$ cat src/rtl/apb_pkg.sv
// Shared APB types and helpers.
// Used by the completer and its register file.
package apb_pkg;

  localparam int APB_ADDR_W = 32;
  localparam int APB_DATA_W = 32;

  typedef enum logic [1:0] {
    IDLE,
    WAIT,
    RESP
  } apb_cpl_state_t;

  // Word aligned and inside the register bank.
  function automatic logic addr_is_legal(
    input logic [APB_ADDR_W-1:0] addr,
    input int unsigned           num_regs
  );
    return (addr[1:0] == 2'b00) &&
           ((addr >> 2) < num_regs);
  endfunction

endpackage

$ cat src/rtl/apb_regfile.sv
// Word register bank: one write port,
// one combinational read port.
module apb_regfile #(
  parameter int NUM_REGS = 16,
  parameter int DATA_W   = 32,
  parameter int IDX_W    = 4
) (
  input  logic              clk,
  input  logic              reset_n,
  input  logic              we,
  input  logic [IDX_W-1:0]  widx,
  input  logic [DATA_W-1:0] wdata,
  input  logic [IDX_W-1:0]  ridx,
  output logic [DATA_W-1:0] rdata
);

  logic [DATA_W-1:0] mem [NUM_REGS];

  always_ff @(posedge clk or negedge reset_n) begin
    if (!reset_n) begin
      for (int i = 0; i < NUM_REGS; i++) begin
        mem[i] <= '0;
      end
    end else if (we) begin
      mem[widx] <= wdata;
    end
  end

  assign rdata = mem[ridx];

endmodule

$ cat src/rtl/apb_completer.sv
// APB completer: register bank behind a
// setup/access FSM with programmable waits.
module apb_completer
  import apb_pkg::*;
#(
  parameter int ADDR_W   = APB_ADDR_W,
  parameter int DATA_W   = APB_DATA_W,
  parameter int NUM_REGS = 16,
  parameter int WAIT_W   = 4
) (
  input  logic              clk,
  input  logic              reset_n,
  input  logic              psel_i,
  input  logic              penable_i,
  input  logic [ADDR_W-1:0] paddr_i,
  input  logic              pwrite_i,
  input  logic [DATA_W-1:0] pwdata_i,
  output logic [DATA_W-1:0] prdata_o,
  output logic              pready_o,
  output logic              pslverr_o,
  input  logic [WAIT_W-1:0] wait_cycles_i
);

  localparam int IDX_W =
    (NUM_REGS > 1) ? $clog2(NUM_REGS) : 1;

  apb_cpl_state_t state_q, state_d;

  logic [WAIT_W-1:0] cnt_q, cnt_d;
  logic [ADDR_W-1:0] addr_q, addr_n;
  logic              write_q, write_n;
  logic [DATA_W-1:0] wdata_q;
  logic              pready_q;
  logic              pslverr_q;
  logic [DATA_W-1:0] prdata_q;

  logic              setup, access;
  logic              latch, legal_n;
  logic              enter_resp, we;
  logic [DATA_W-1:0] rdata;

  assign setup  = psel_i & ~penable_i;
  assign access = psel_i & penable_i;
  assign latch  = (state_q == IDLE) & setup;

  // Outputs are registered, so the decode looks
  // through to the bus while values are latched.
  assign addr_n  = (state_q == IDLE) ? paddr_i  : addr_q;
  assign write_n = (state_q == IDLE) ? pwrite_i : write_q;
  assign legal_n =
    addr_is_legal(APB_ADDR_W'(addr_n), NUM_REGS);

  always_comb begin
    state_d = state_q;
    cnt_d   = cnt_q;
    unique case (state_q)
      IDLE: begin
        if (setup) begin
          if (wait_cycles_i == '0) begin
            state_d = RESP;
          end else begin
            state_d = WAIT;
            cnt_d   = wait_cycles_i - WAIT_W'(1);
          end
        end
      end
      WAIT: begin
        if (!psel_i) begin
          state_d = IDLE;
        end else if (access) begin
          if (cnt_q == '0) begin
            state_d = RESP;
          end else begin
            cnt_d = cnt_q - WAIT_W'(1);
          end
        end
      end
      RESP: begin
        state_d = IDLE;
      end
      default: begin
        state_d = IDLE;
      end
    endcase
  end

  assign enter_resp =
    (state_d == RESP) & (state_q != RESP);
  assign we =
    (state_q == RESP) & write_q & legal_n;

  always_ff @(posedge clk or negedge reset_n) begin
    if (!reset_n) begin
      state_q   <= IDLE;
      cnt_q     <= '0;
      addr_q    <= '0;
      write_q   <= 1'b0;
      wdata_q   <= '0;
      pready_q  <= 1'b0;
      pslverr_q <= 1'b0;
      prdata_q  <= '0;
    end else begin
      state_q   <= state_d;
      cnt_q     <= cnt_d;
      if (latch) begin
        addr_q  <= paddr_i;
        write_q <= pwrite_i;
        wdata_q <= pwdata_i;
      end
      pready_q  <= enter_resp;
      pslverr_q <= enter_resp & ~legal_n;
      prdata_q  <=
        (enter_resp & ~write_n & legal_n) ?
        rdata : '0;
    end
  end

  apb_regfile #(
    .NUM_REGS (NUM_REGS),
    .DATA_W   (DATA_W),
    .IDX_W    (IDX_W)
  ) u_regfile (
    .clk     (clk),
    .reset_n (reset_n),
    .we      (we),
    .widx    (addr_q[IDX_W+1:2]),
    .wdata   (wdata_q),
    .ridx    (addr_n[IDX_W+1:2]),
    .rdata   (rdata)
  );

  assign pready_o  = pready_q;
  assign pslverr_o = pslverr_q;
  assign prdata_o  = prdata_q;

endmodule
$ cat config.mk
export PLATFORM = sky130hd
export DESIGN_NAME = apb_completer
export DESIGN_NICKNAME = d
export VERILOG_FILES = /design/src/rtl/apb_pkg.sv /design/src/rtl/apb_regfile.sv /design/src/rtl/apb_completer.sv
export SDC_FILE = /design/constraint.sdc
export NUM_CORES = 1
export LEC_CHECK = 0
export CAP_MARGIN = 20
export CORE_UTILIZATION = 35
export DETAILED_ROUTE_END_ITERATION = 10
export HOLD_SLACK_MARGIN = 0.06
export PLACE_DENSITY = 0.55
export SETUP_SLACK_MARGIN = 0.05
export SLEW_MARGIN = 20
export SYNTH_ARGS = -nofsm -noshare
export SYNTH_HDL_FRONTEND = slang
export SYNTH_HIERARCHICAL = 1
export SYNTH_SLANG_ARGS = --single-unit
$ cat constraint.sdc
create_clock -name clk -period 6.6 [get_ports clk]
set_clock_uncertainty 0.15 [all_clocks]
set_input_delay 0.66 -clock clk [delete_from_list [all_inputs] [get_ports clk]]
set_output_delay 0.66 -clock clk [all_outputs]
set_load 0.05 [all_outputs]
# After elaboration in Yosys (flattened, before gate mapping)
# Index checks and enable logic that the tools add are counted.
# word_totals
reg_bits	617
input_bits	73
out_inout_bits	34
wordCells	82
# op_classes
n_addsub	2
n_lt_le_gt_ge	4
n_eq_ne	9
muxes	21
bitwise_logic	14
n_reduce_logical	8
# ops
cell	count
512-bit bitwise mux	1
32-bit two-way mux	5
32-bit binary-select mux with 4-bit select	1
32-bit demux with 4-bit select	1
30-bit by 5-bit < comparator with 1-bit output (second input constant)	1
4-bit two-way mux	5
2-bit inequality test (second input constant)	6
5-bit greater-or-equal comparator (second input constant)	2
2-bit two-way mux	5
4-bit inverter with 5-bit output	2
1-bit AND	9
4-bit zero test	2
4-bit case mux with 2 select lines	1
4-bit by 1-bit subtractor with 4-bit output (second input constant)	2
6-bit AND reduction	1
5-bit by 1-bit < comparator with 1-bit output (second input constant)	1
2-bit == test (second input constant)	2
2-bit zero test	2
2-bit case mux with 2 select lines	1
1-bit inverter	3
2-bit by 1-bit == test with 1-bit output (second input constant)	1
1-bit logical AND	2
2-bit nonzero test	1
1-bit two-way mux	1

# Longest topological paths before layout
# depth
word_depth	10
ltp_mapped	9
mapped_depth_nobuf	6

# By module
# Netlist, hierarchy kept.
# modules_own_cells
module	n_inst	cells_each	area_per_inst_um2	seq_area_each_um2
apb_regfile	1	1404	22774.3	12812.3
apb_completer	1	285	4142.7	2627.5

# Least setup slack after synthesis
# OpenSTA, ideal clock, no wires.
# synth_path
kind	reg2reg
startpoint	reg addr_q[28]
endpoint	reg u_regfile/mem[161] (netlist name)
setup_ns	0.125
t_arrival_ns	2.360
required_ns	6.325
path_slack_ns	3.966
stages_incl_launch_ff	8
path_buffers	1
period_less_slack_ns	2.634
path_cell_list	dfrtp_1 -> nor4_1 -> nand4_1 -> nor3_1 -> nand2_1 -> nor3_1 -> buf_2 -> mux2_2
# synth_via
elab_chain_len	4
# synth_lines
item	line_no	text
from (decl)	apb_completer.sv:30	logic [ADDR_W-1:0] addr_q, addr_n;
from (signal assigned)	apb_completer.sv:106	addr_q <= paddr_i;
32-bit two-way mux	apb_completer.sv:48	assign addr_n = (state_q == IDLE) ? paddr_i : addr_q;
30-bit by 5-bit < comparator with 1-bit output	apb_pkg.sv:20	((addr >> 2) < num_regs);
1-bit logical AND	apb_pkg.sv:19	return (addr[1:0] == 2'b00) &&
1-bit AND	apb_completer.sv:90	(state_q == RESP) & write_q & legal_n;
net we	apb_completer.sv:39	logic enter_resp, we;
to (signal, indexed assignment)	apb_regfile.sv:25	mem[widx] <= wdata;
to (decl)	apb_regfile.sv:17	logic [DATA_W-1:0] mem [NUM_REGS];
# The timed path passes the listed nets, and every way through them passes these cells.
# A chain may end at the register's enable or synchronous reset.

# Worst setup path in the final report
# layout_path
startpoint	reg addr_q[20]
endpoint	reg u_regfile/mem[197] (netlist name)
# The elaborated chain is that of the path after synthesis.

==> flow_summary_export.csv <==
group,metric,value,unit
drt,drt_wl_total,68120,um
logic_synthesis,synthesis.nets,1763,
drt,drc,0,
grt,grt_pass1_vias,16221,
clock_network,cts_tree,"built",
setup_path,r2r_slack,2.69,ns
pwr,p_seq_share,47.5,%
floorplan,core_area,76080,um^2
pwr,switching_share,25.20,%
run,maxCapViolCount,0,
hold_path,min_path_type,"reg2reg",
timing,layout_worst_path_cycle_share,59.25,%
timing,worst_hold_slack,0.3395,ns
drt,vias,15027,
final_layout,instances_no_fill,2840,
logic_synthesis,synthCells,1689,
setup_path,crit_chain,"nor4_1 > nand4_1 > nor3_1 > nand3b_1 > nor2_4 > buf_4 > mux2_2",
final_layout,regArea,15440,um^2
placement,dpl.cell_count,2713,
grt,grt-ovfl-total,0,
logic_synthesis,syn-cell-area,26920,um^2
setup_path,cp-end-kind,"register",
clock_network,cts_sinks,617,
timing,worst_slew_pin_slew,1.061,ns
final_layout,drive_gt1_share,48.45,%
final_layout,mostFrequentLayoutCell,"dfrtp_1",
final_layout,area_delta_synth_final,16.77,%
setup_path,crit_required,6.93,ns
pwr,intPower,6.522,mW
grt,grt_start_max_net_pins,148,
grt,grt_util_all_layers,17.90,%
clock_network,cts_buffer_depth,3,
floorplan,num_rows,101,
pwr,peakVddDrop,0.1626,mV
floorplan,io_pins,107,
clock_network,cts_max_level,3,
logic_synthesis,synth_area_per_cell,15.94,um^2
timing,report.final.slew_viol_count,0,
setup_path,arrival,4.24,ns
status,status,"finished, final reports clean",
pwr,p_leak,14.77,nW
logic_synthesis,ys_seq_elements,617,
clock_network,post_cts_resized,0,
timing,tns,0,ns
floorplan,die_h,279.3,um
floorplan,fp.dieW,279.3,um
logic_synthesis,synth_edf_count,0,
floorplan,dieArea,78020,um^2
drt,drtPass1Iterations,4,
clock_network,path_clk_slew,0.05,ns
drt,drt_iter0_drc,932,
floorplan,start_util,35.38,%
timing,setup_viol,0,
placement,dp_hpwl,35910,um
final_layout,layout.nets,1831,
timing,min_period,3.910,ns
pwr,combinationalPowerShare,7.4,%
final_layout,nFillCells,6974,
logic_synthesis,synth.distinct_cells,43,
timing,hold_viol_final,0,
grt,antenna_found_initial,0,
pwr,power.density,277.4,nW/um^2
clock_network,clockRootBuffer,"clkbuf_16",
timing,rsz0062_at_grt,"no",
timing,fmax,255.7,MHz
setup_path,worstPathMaxFanout,17,
drt,vias_per_cell,5.291,
drt,wire_per_inst,23.99,um
setup_path,reg2reg_depth,7,
drt,ant_nets,0,
setup_path,worst_setup_path_start_kind,"register",
hold_path,hold_path_depth,1,
final_layout,antenna_cells,0,
setup_path,worstReg2RegStart,"addr_q[20]",
final_layout,multi_input_area,10980,um^2
clock_network,clock_latency,0.61,ns
grt,grt_pass1_wl,105000,um
placement,gp_congestion,0.7163,
logic_synthesis,ys_async_sr_fraction,100.0,%
pwr,power.switching,2.197,mW
setup_path,cpMaxStageDelayCell,"nor2_4",
clock_network,cts_inserted_buffers,71,
setup_path,worstSetupPathType,"reg2reg",
setup_path,critPathMaxStageDelay,0.74,ns
logic_synthesis,ys_seq_area_share,57.36,%
pwr,power,8.719,mW
placement,io_buffers,106,
logic_synthesis,ys_warn_count,6,
final_layout,mostFrequentLayoutCells,"dfrtp_1 (617), mux2_2 (576), mux4_2 (128)",
logic_synthesis,synth_flop_cell,"dfrtp_1",
setup_path,startpoint,"addr_q[20]",
setup_path,timing.critical_path.to,"u_regfile/mem[197]",
pwr,clockPowerShare,45.1,%
timing,slew_headroom,29.28,%
setup_path,worstReg2RegEnd,"u_regfile/mem[197]",
## synthesized netlist by cell type, drive strengths merged (2+ instances only)
| cell type | count | share of area (%) |
|---|---|---|
| nor2 | 12 | 0.20 |
| inv | 2 | 0.028 |
| a22oi | 65 | 1.8 |
| and2 | 3 | 0.070 |
| nor4 | 15 | 0.37 |
| nand3 | 3 | 0.056 |
| nand4 | 3 | 0.070 |
| nand4b | 2 | 0.065 |
| mux2 | 582 | 24 |
| and3 | 33 | 0.79 |
| o21ai | 3 | 0.056 |
| nand2b | 5 | 0.12 |
| o22ai | 2 | 0.070 |
| mux4 | 128 | 11 |
| nand2 | 39 | 0.54 |
| a21oi | 3 | 0.056 |
| or4 | 3 | 0.11 |
| nor2b | 4 | 0.093 |
| mux2i | 3 | 0.11 |
| clkbuf | 69 | 0.96 |
| nand3b | 2 | 0.056 |
| nor3 | 8 | 0.15 |
| buf | 73 | 1.5 |
| dfrtp | 617 | 57 |
| or3 | 2 | 0.046 |
## layout make-up
cell class                 instances  share of cell area, %
clock buffer                     108                  6.871
multi-input combinational        928                  34.94
inverter                           2                0.02389
clock inverter                    18                 0.6051
sequential                       617                  49.12
tap                             1030                  4.100
timing repair buffer             137                  4.339
## logic make-up after synthesis
logic type	after synthesis	synth area share [%]
AO/OA/AOI/OAI	76	2.096
adder cells (fa/ha/maj)	1	0.04648
buffers and inverters	144	2.454
flip-flops	617	57.36
multiplexers	713	35.17
AND/OR/NAND/NOR	138	2.873
## how the worst min path moves through the flow
stage,slack [ns],to,start
5_1_grt,0.35,u_regfile/mem[230],u_regfile/mem[230]
2_1_floorplan,0.21,addr_q[0],reset_n
6_report,0.34,u_regfile/mem[506],u_regfile/mem[506]
4_1_cts,0.34,u_regfile/mem[230],u_regfile/mem[230]
3_5_place_dp,0.33,u_regfile/mem[230],u_regfile/mem[230]
3_3_place_gp,0.32,u_regfile/mem[506],u_regfile/mem[506]
## power groups by stage
stage          logic [mW]  clock network [mW]  registers, mW
6_report            0.646                3.93           4.14
5_1_grt             0.704                4.21           4.17
4_1_cts             0.666                4.06           4.14
3_5_place_dp        0.665                   0           4.21
3_3_place_gp        0.661                   0           4.20
2_1_floorplan       0.467                   0           4.04
## worst max-delay path: cells and delay by family, from the launching register on
family,cells,cell delay (ns)
simple gates,5,2.34
buf+inv,1,0.51
mux,1,0.39
flops,1,0.37
## flip-flops by register name, indices dropped and copies added, names as in the netlist
| register | count |
|---|---|
| state_q | 2 |
| addr_q | 32 |
| write_q | 1 |
| wdata_q | 32 |
| pready_o | 1 |
| prdata_o | 32 |
| pslverr_o | 1 |
| cnt_q | 4 |
| u_regfile/mem | 512 |
## through the flow
stage,worst slack (ns),utilization (%),cell area [um^2]
after floorplan,3.966,-,26920
after global placement,2.707,38.21,29070
after detailed placement,2.639,38.21,29070
after CTS,2.632,41.31,31430
after global routing,2.461,41.31,31430
final,2.690,41.31,31430
## what timing repair did
action | in CTS | in global routing
hold endpoints to repair | 105 | 0
hold buffers | 1 | 0
setup endpoints to repair | 0 | 0
setup buffers | 0 | 0
## per-layer routing
layer | GRT usage (%) | wire length [um] | vias to the layer above
met1 | 25.30 | 31690 | 8215
met4 | 5.340 | 1289 | 0
met5 | 0 | 0 | -
li1 | - | - | 6434
met3 | 2.911 | 2760 | 90
met2 | 28.31 | 32380 | 288
Note: power is estimated with default switching activity, not from simulation.
